## config.mk

```make
export PLATFORM = sky130hd
export DESIGN_NAME = fifo_pop_streamer
export DESIGN_NICKNAME = d
export VERILOG_FILES = /design/src/rtl/fifo_stream_pkg.sv /design/src/rtl/stream_skid_buf2.sv /design/src/rtl/fifo_pop_streamer.sv
export SDC_FILE = /design/constraint.sdc
export NUM_CORES = 1
export LEC_CHECK = 0
export CORE_UTILIZATION = 47
export CTS_CLUSTER_SIZE = 8
export DETAILED_ROUTE_END_ITERATION = 6
export GPL_ROUTABILITY_DRIVEN = 0
export PLACE_DENSITY_LB_ADDON = 0.25
export SLEW_MARGIN = 20
export SYNTH_ARGS = -nofsm -noshare
export SYNTH_HDL_FRONTEND = slang
export SYNTH_SLANG_ARGS = --single-unit
```

## constraint.sdc

```tcl
create_clock -name clk -period 1.95 [get_ports clk]
set_input_delay 0.39 -clock clk [delete_from_list [all_inputs] [get_ports clk]]
set_output_delay 0.39 -clock clk [all_outputs]
set_load 0.03 [all_outputs]
```

## src/rtl/fifo_stream_pkg.sv

```systemverilog
// Shared types and constants for the FIFO pop streamer.
package fifo_stream_pkg;

    localparam int unsigned FRAME_CNT_W = 8;

    typedef enum logic [1:0] {
        IDLE  = 2'd0,
        RUN   = 2'd1,
        DRAIN = 2'd2
    } state_e;

endpackage

```

## src/rtl/stream_skid_buf2.sv

```systemverilog
// Two-entry in-order output buffer; head entry drives the output port.
module stream_skid_buf2 #(
    parameter int unsigned DATA_W = 3
) (
    input  logic              clk,
    input  logic              reset,
    input  logic              push,
    input  logic [DATA_W-1:0] in_data,
    output logic              out_valid,
    input  logic              out_ready,
    output logic [DATA_W-1:0] out_data,
    output logic [1:0]        occupancy
);

    logic [DATA_W-1:0] head_q, head_d;
    logic [DATA_W-1:0] tail_q, tail_d;
    logic [1:0]        occ_q, occ_d;
    logic              pop;

    assign out_valid = occ_q != 2'd0;
    assign out_data  = head_q;
    assign occupancy = occ_q;
    assign pop       = out_valid & out_ready;

    // The caller never pushes into a full buffer, so occupancy stays within 0..2.
    always_comb begin
        head_d = head_q;
        tail_d = tail_q;
        occ_d  = occ_q;
        case ({push, pop})
            2'b10: begin
                if (occ_q == 2'd0) begin
                    head_d = in_data;
                end else begin
                    tail_d = in_data;
                end
                occ_d = occ_q + 2'd1;
            end
            2'b01: begin
                // Head goes to zero once the buffer empties so m_data is clean when idle.
                head_d = (occ_q == 2'd2) ? tail_q : '0;
                occ_d  = occ_q - 2'd1;
            end
            2'b11: begin
                if (occ_q == 2'd2) begin
                    head_d = tail_q;
                    tail_d = in_data;
                end else begin
                    head_d = in_data;
                end
            end
            default: ;
        endcase
    end

    always_ff @(posedge clk or negedge reset) begin
        if (!reset) begin
            head_q <= '0;
            tail_q <= '0;
            occ_q  <= 2'd0;
        end else begin
            head_q <= head_d;
            tail_q <= tail_d;
            occ_q  <= occ_d;
        end
    end

endmodule

```

## src/rtl/fifo_pop_streamer.sv

```systemverilog
// Pops a FIFO into a framed valid/ready stream with early-close (flush) and a frame counter.
module fifo_pop_streamer
    import fifo_stream_pkg::*;
#(
    parameter int unsigned DATA_W    = 3,
    parameter int unsigned FRAME_LEN = 4
) (
    input  logic                   clk,
    input  logic                   reset,
    input  logic                   enable,
    input  logic                   fifo_empty,
    input  logic [DATA_W-1:0]      fifo_data,
    output logic                   fifo_pop,
    output logic                   m_valid,
    input  logic                   m_ready,
    output logic [DATA_W-1:0]      m_data,
    output logic                   m_last,
    input  logic                   flush,
    output logic [FRAME_CNT_W-1:0] frame_cnt,
    output logic                   busy
);

    localparam logic [7:0] LAST_IDX = 8'(FRAME_LEN - 1);

    state_e                 state_q, state_d;
    logic [1:0]             occupancy;
    logic [7:0]             idx_q, idx_d;
    logic                   flush_pend_q, flush_pend_d;
    logic [FRAME_CNT_W-1:0] frame_cnt_q, frame_cnt_d;
    logic                   xfer;

    // Pop depends only on registered state and FIFO/enable inputs; m_ready never reaches it.
    assign fifo_pop  = (state_q == RUN) & enable & ~fifo_empty & (occupancy < 2'd2);
    assign xfer      = m_valid & m_ready;
    assign m_last    = m_valid & ((idx_q == LAST_IDX) | flush_pend_q);
    assign busy      = state_q != IDLE;
    assign frame_cnt = frame_cnt_q;

    stream_skid_buf2 #(
        .DATA_W(DATA_W)
    ) u_buf (
        .clk      (clk),
        .reset    (reset),
        .push     (fifo_pop),
        .in_data  (fifo_data),
        .out_valid(m_valid),
        .out_ready(m_ready),
        .out_data (m_data),
        .occupancy(occupancy)
    );

    always_comb begin
        state_d = state_q;
        case (state_q)
            IDLE: begin
                if (enable) state_d = RUN;
            end
            RUN: begin
                if (!enable) state_d = (occupancy != 2'd0) ? DRAIN : IDLE;
            end
            DRAIN: begin
                if (enable) begin
                    state_d = RUN;
                end else if (occupancy == 2'd0) begin
                    state_d = IDLE;
                end
            end
            default: state_d = IDLE;
        endcase
    end

    // A flush arriving on the edge that closes a frame is absorbed by that close.
    always_comb begin
        idx_d        = idx_q;
        flush_pend_d = flush_pend_q | flush;
        frame_cnt_d  = frame_cnt_q;
        if (xfer) begin
            if (m_last) begin
                idx_d        = '0;
                flush_pend_d = 1'b0;
                frame_cnt_d  = frame_cnt_q + FRAME_CNT_W'(1);
            end else begin
                idx_d = idx_q + 8'd1;
            end
        end
    end

    always_ff @(posedge clk or negedge reset) begin
        if (!reset) begin
            state_q      <= IDLE;
            idx_q        <= '0;
            flush_pend_q <= 1'b0;
            frame_cnt_q  <= '0;
        end else begin
            state_q      <= state_d;
            idx_q        <= idx_d;
            flush_pend_q <= flush_pend_d;
            frame_cnt_q  <= frame_cnt_d;
        end
    end

endmodule

```

# After elaboration in Yosys (flattened, before gate mapping)
# Index checks and enable logic that the tools add are counted.
# word_totals
input_bits	9
register_bits	27
word_cells	61
# op_classes
n_mux	17
reduce_logical	11
addsub	4
magnitude_cmp	1
bitwise	8
n_eq_ne	13
# op_table
cell	n
8-bit by 1-bit adder with 8-bit output, second input constant	2
3-bit 2-to-1 mux	5
2-bit 2-to-1 mux	5
3-bit case mux with 3 select lines	1
2-bit == test, second input constant	4
8-bit by 2-bit == test with 1-bit output, second input constant	1
8-bit 2-to-1 mux	1
2-bit inequality test, second input constant	4
2-bit nonzero test	4
2-bit case mux with 3 select lines	1
3-bit case mux with 2 select lines	1
3-bit AND reduction	2
1-bit bitwise AND	5
2-bit by 1-bit == test with 1-bit output, second input constant	2
2-bit zero test	2
2-bit case mux with 2 select lines	1
2-bit AND reduction	2
3-bit inequality test, second input constant	1
3-bit nonzero test	1
2-bit by 1-bit adder with 2-bit output, second input constant	1
2-bit less-than comparator, second input constant	1
1-bit 2-to-1 mux	2
2-bit by 1-bit inequality test with 1-bit output, second input constant	1
1-bit bitwise OR	2
2 further kinds	2

# Longest topological paths before layout
# depth
word_depth	7
depth_mapped	10
depth_no_buf	8

# Cells and area by module
# From an unflattened synthesis, not the netlist that was laid out.
# unflattened
hier_cells	128
hier_area_um2	1383.8
# modules_own_cells
mod	n_inst	area_per_inst_um2	seq_area_each_um2	cells_each
fifo_pop_streamer	1	909.6	475.5	85
stream_skid_buf2	1	474.2	200.2	43

# Worst setup path before layout
# OpenSTA, ideal clock, no wires.
# synth_timing
kind	reg2reg
start	reg u_buf.occ_q[1], in the netlist u_buf.occupancy[1]
end	reg u_buf.tail_q[0]
path_buffers	3
t_arrival_ns	2.088
path_stages_with_launch	11
required_ns	1.827
period_less_slack_ns	2.211
path_slack_ns	-0.261
cell_sequence	dfrtp_1 > buf_6 > nor3b_1 > nand3b_1 > inv_1 > ha_1 > buf_2 > or2_0 > clkbuf_1 > a31oi_1 > o221a_2
# synth_between
elab_chain_len	5
# synth_lines
item	line	rtl
start, declared	stream_skid_buf2.sv:17	logic [1:0] occ_q, occ_d;
start signal, assigned	stream_skid_buf2.sv:60	occ_q <= 2'd0;
start signal, assigned	stream_skid_buf2.sv:64	occ_q <= occ_d;
2-bit less-than comparator (*)	fifo_pop_streamer.sv:33	assign fifo_pop = (state_q == RUN) & enable & ~fifo_empty & (occupancy < 2'd2);
1-bit bitwise AND (*)	fifo_pop_streamer.sv:33	
named net fifo_pop	fifo_pop_streamer.sv:13	output logic fifo_pop,
2-bit == test	stream_skid_buf2.sv:30	case ({push, pop})
2-bit by 1-bit inequality test with 1-bit output (no line) (tied with other cells)	n/a	
3-bit AND reduction (no line)	n/a	
end signal, assigned	stream_skid_buf2.sv:63	tail_q <= tail_d;
end, declared	stream_skid_buf2.sv:16	logic [DATA_W-1:0] tail_q, tail_d;
# The timed path passes the listed nets; every way through them passes the cells marked *.
# A chain may end at the register's enable or synchronous reset.

# Worst setup path after layout
# layout_timing
start	reg u_buf.occ_q[1], in the netlist u_buf.occupancy[1]
end	reg u_buf.head_q[2], in the netlist u_buf.out_data[2]
# layout_between
elab_chain_len	5
# layout_lines
item	line	rtl
2-bit less-than comparator / 2-bit nonzero test (equally long branches)	fifo_pop_streamer.sv:33, stream_skid_buf2.sv:20	
1-bit bitwise AND, on equally long branches	fifo_pop_streamer.sv:33, stream_skid_buf2.sv:23	
2-bit == test / 2-bit by 1-bit == test with 1-bit output (equally long branches)	stream_skid_buf2.sv:30	
2-bit inequality test (no line) / 3-bit nonzero test (equally long branches)	n/a	
2-bit AND reduction (no line)	n/a	
end signal, assigned	stream_skid_buf2.sv:58	head_q <= '0;
end signal, assigned	stream_skid_buf2.sv:62	head_q <= head_d;
end, declared	stream_skid_buf2.sv:15	logic [DATA_W-1:0] head_q, head_d;
# Several ways; a longest one is shown, not always the timed one.

==> impl_results.md <==
* Status: completed
* Slew margin rel. at 71.3%
* Leak Pwr at 0.928 nW
* Mapped Cells at 147
* Synth Cell Area at 0.00148 mm²
* Delay-heaviest family, CP: simple AND/OR/NAND/NOR gates
* Main synth FF type: dfrtp_1
* DR vias/cell at 5.18
* Maxcap violations at 0
* Critical path's slowest cell: dfrtp_2
* Arr. time, crit path at 2210 ps
* Adder and majority gate portion of the synthesized area at 4.22%
* Vias at 1,239
* Final slew viol count at 0
* Initial Utilization at 48.9%
* Fill count at 228
* CTS tree: built
* Final instance area at 0.00200 mm²
* CP required at 2240 ps
* 1st-iter DRT viols at 49
* Die Ht at 58.1 µm
* CTS max path bufs at 2
* CP startpoint kind: flop
* Number of I/O port buffers at 23
* Cts bufs inserted at 3
* Setup crit end kind: flop
* N_diodes at 0
* Pin count of the biggest net entering global routing at 28
* Final setup vio count at 0
* Core Area at 0.00303 mm²
* CTS sink cnt at 27
* Hold WS at 318 ps
* CP bufs+invs at 1
* Post-route ant nets at 0
* Layout area overhead at 35.3%
* Drt wl/cell at 13.7 µm
* Period Utilization, post-route at 98.6%
* Cell Chain, Critical Path: nor3b_2 > nand3b_1 > inv_4 > ha_4 > nor2_1 > nor3_1 > a22o_1 > mux2_2
* Critical path class: flop to flop
* PnR worst setup slack at 27.3 ps
* Share of layout cells above drive strength 1 at 28.2%
* Routed WL at 3.28 mm
* Post-synthesis mux area share at 3.04%
* Asr flop ratio synth at 100%
* Hold Buf Count CTS at 0
* Syn nets at 161
* Max Clock Freq at 520 MHz
* Clk_lat worst skew at 330 ps
* Row cnt at 20
* Post-Synth Simple-Gate Area at 21.3%
* Pwr/cell area at 1340 mW/mm²
* Number of global-route vias before repair at 1,300
* DR pass1 iterations at 4
* I/O pins at 24
* Syn_area_per_cell at 10.1 µm²
* Slowest cell delay on critical path at 470 ps
* Residual DRC at 0
* Global-route wire length before repair at 5.53 mm
* Htree depth at 1
* Final Hold Fails at 0
* Congestion Overflow GR at 0
* Synth Area in XOR/XNOR at 8.28%
* Dpl ws at -357 ps
* Seq/Total Area, Yosys at 45.6%
* Worst Max-Slew Pin Slew at 428 ps
* Root Driver: clkbuf_4
* Area after detailed placement at 0.00185 mm²
* Clk slew on worst S/H paths at 150 ps
* Critical path peak fanout at 5
* Non-Filler Instances at 239
* Post-layout min period at 1920 ps
* HP Class: input pin to flop
* Nets at 210
* HPWL after DPL at 2.31 mm
* Die width at 58.1 µm
* FF+latch count, synth at 27
* Largest family of logic cells by synthesized area: simple AND/OR/NAND/NOR gates
* Complex-gate fraction of the synthesized area at 13.0%
* Die footprint at 0.00338 mm²
* Placed Cells at 223
* RSZ-0062 raised after global routing: true
* Final Skew at 3.54 ps
* Library cells used by synthesis at 35
* Tot GR Track Use at 21.3%
* Max VDD drop at 764 µV
* EDFF count, synth at 0
* Initial antenna violation count at 0
* YS warnings at 0
metal layers:
| layer | wire length (µm) | global-route usage, % | up-vias |
|---|---|---|---|
| met1 | 1470 | 26.0 | 586 |
| met4 | 53 | 5.78 | 0 |
| met3 | 125 | 4.24 | 7 |
| met2 | 1630 | 38.3 | 33 |
| met5 | 0 | 0 | - |
| li1 | - | - | 613 |
cells in the mapped netlist, drive strengths merged (4+ instances only):
library cell	n	area share [%]
dfrtp	27	46
nor2	16	4.2
nand2	13	3.3
o21ai	9	4.1
nor3	8	3.0
inv	7	1.8
xnor2	7	4.1
xor2	7	4.1
buf	5	2.5
ha	5	4.2
nand3	5	1.7
a22o	4	2.4
a31oi	4	2.1
mux2	4	3.0
nor2b	4	1.7
nor3b	4	2.0
nor4	4	2.7
cells by family (layout without fill, tap and decap cells):
kind of cell,Yosys count,in the layout
AOI/OAI and AO/OA,24,24
xor gates and xnor gates,14,14
adders and majority gates,5,5
buffers and inverters,13,61
DFF,27,27
muxes,4,4
and+or+nand+nor,60,60
stage by stage:
stage	utilization (%)	setup TNS, ps	power, W
2_1_floorplan	-	0	0.00180
3_3_place_gp	61.2	-1580	0.00224
3_5_place_dp	61.2	-2090	0.00228
4_1_cts	64.0	0	0.00261
5_1_grt	66.2	-81.2	0.00287
6_report	66.2	0	0.00269
path summary, 6_finish.rpt:
kind / cells after the start / endpoint / slack (ps) / startpoint
max: 8 / u_buf.out_data[2] / 30 / u_buf.occupancy[1]
min: 3 / state_q[1] / 320 / enable
max reg2reg: 8 / u_buf.out_data[2] / 30 / u_buf.occupancy[1]
min reg2reg: 1 / frame_cnt[7] / 490 / frame_cnt[7]
max in group asynchronous: 2 / idx_q[4] / 1280 / reset
min in group asynchronous: 2 / u_buf.tail_q[1] / 400 / reset
layout by cell type (no fill, tap or decap), types with 3 or more instances in the layout:
master,count
xor2_1,7
mux2_2,4
o221a_2,3
a22o_1,4
a31oi_1,3
dlymetal6s2s_1,3
xnor2_1,7
nand4_1,3
inv_1,5
nor2_1,15
nand2_1,13
o21ai_0,7
ha_1,3
nor3b_1,3
clkdlybuf4s50_1,16
nor2b_1,3
nand3_1,5
buf_4,27
nor4_1,3
dfrtp_2,3
nor3_1,7
dfrtp_1,24
clkbuf_4,3
flip-flops by register name (all words and copies together) (netlist names):
register         cells
u_buf.tail_q         3
frame_cnt            8
u_buf.occupancy      2
idx_q                8
u_buf.out_data       3
state_q              2
flush_pend_q         1
cell type report:
class	count	area, µm²	share of cell area [%]
flip-flops and latches	27	679	33.9
clock buffers	4	26.3	1.31
multi-input cells	107	774	38.6
repair buffers	50	440	22.0
well taps	44	55.1	2.75
inverters	7	28.8	1.44
worst register-to-register path, delay by kind of cell (launching register included):
family | cells | cell delay, ps
compound gates | 1 | 210
simple gates | 4 | 780
flops | 1 | 470
mux | 1 | 140
fa+ha+maj | 1 | 140
buf+inv | 1 | 130
what timing repair did:
| item | in CTS | in global routing |
|---|---|---|
| endpoints found under the setup margin | 4 | 12 |
| resized for setup | 8 | 7 |
| pin swaps | 3 | 1 |
| endpoints found under the hold margin | 0 | 0 |
| buffers inserted | 6 | 6 |
power breakdown:
part           internal [W]  leakage, nW  switching, W  total [W]
registers          0.000746        0.344      0.000213   0.000959
logic              0.000711        0.569      0.000767    0.00148
clock network     0.0000804       0.0150      0.000172   0.000253
total               0.00154        0.928       0.00115    0.00269
No activity file was read; power rests on OpenSTA's default activity.
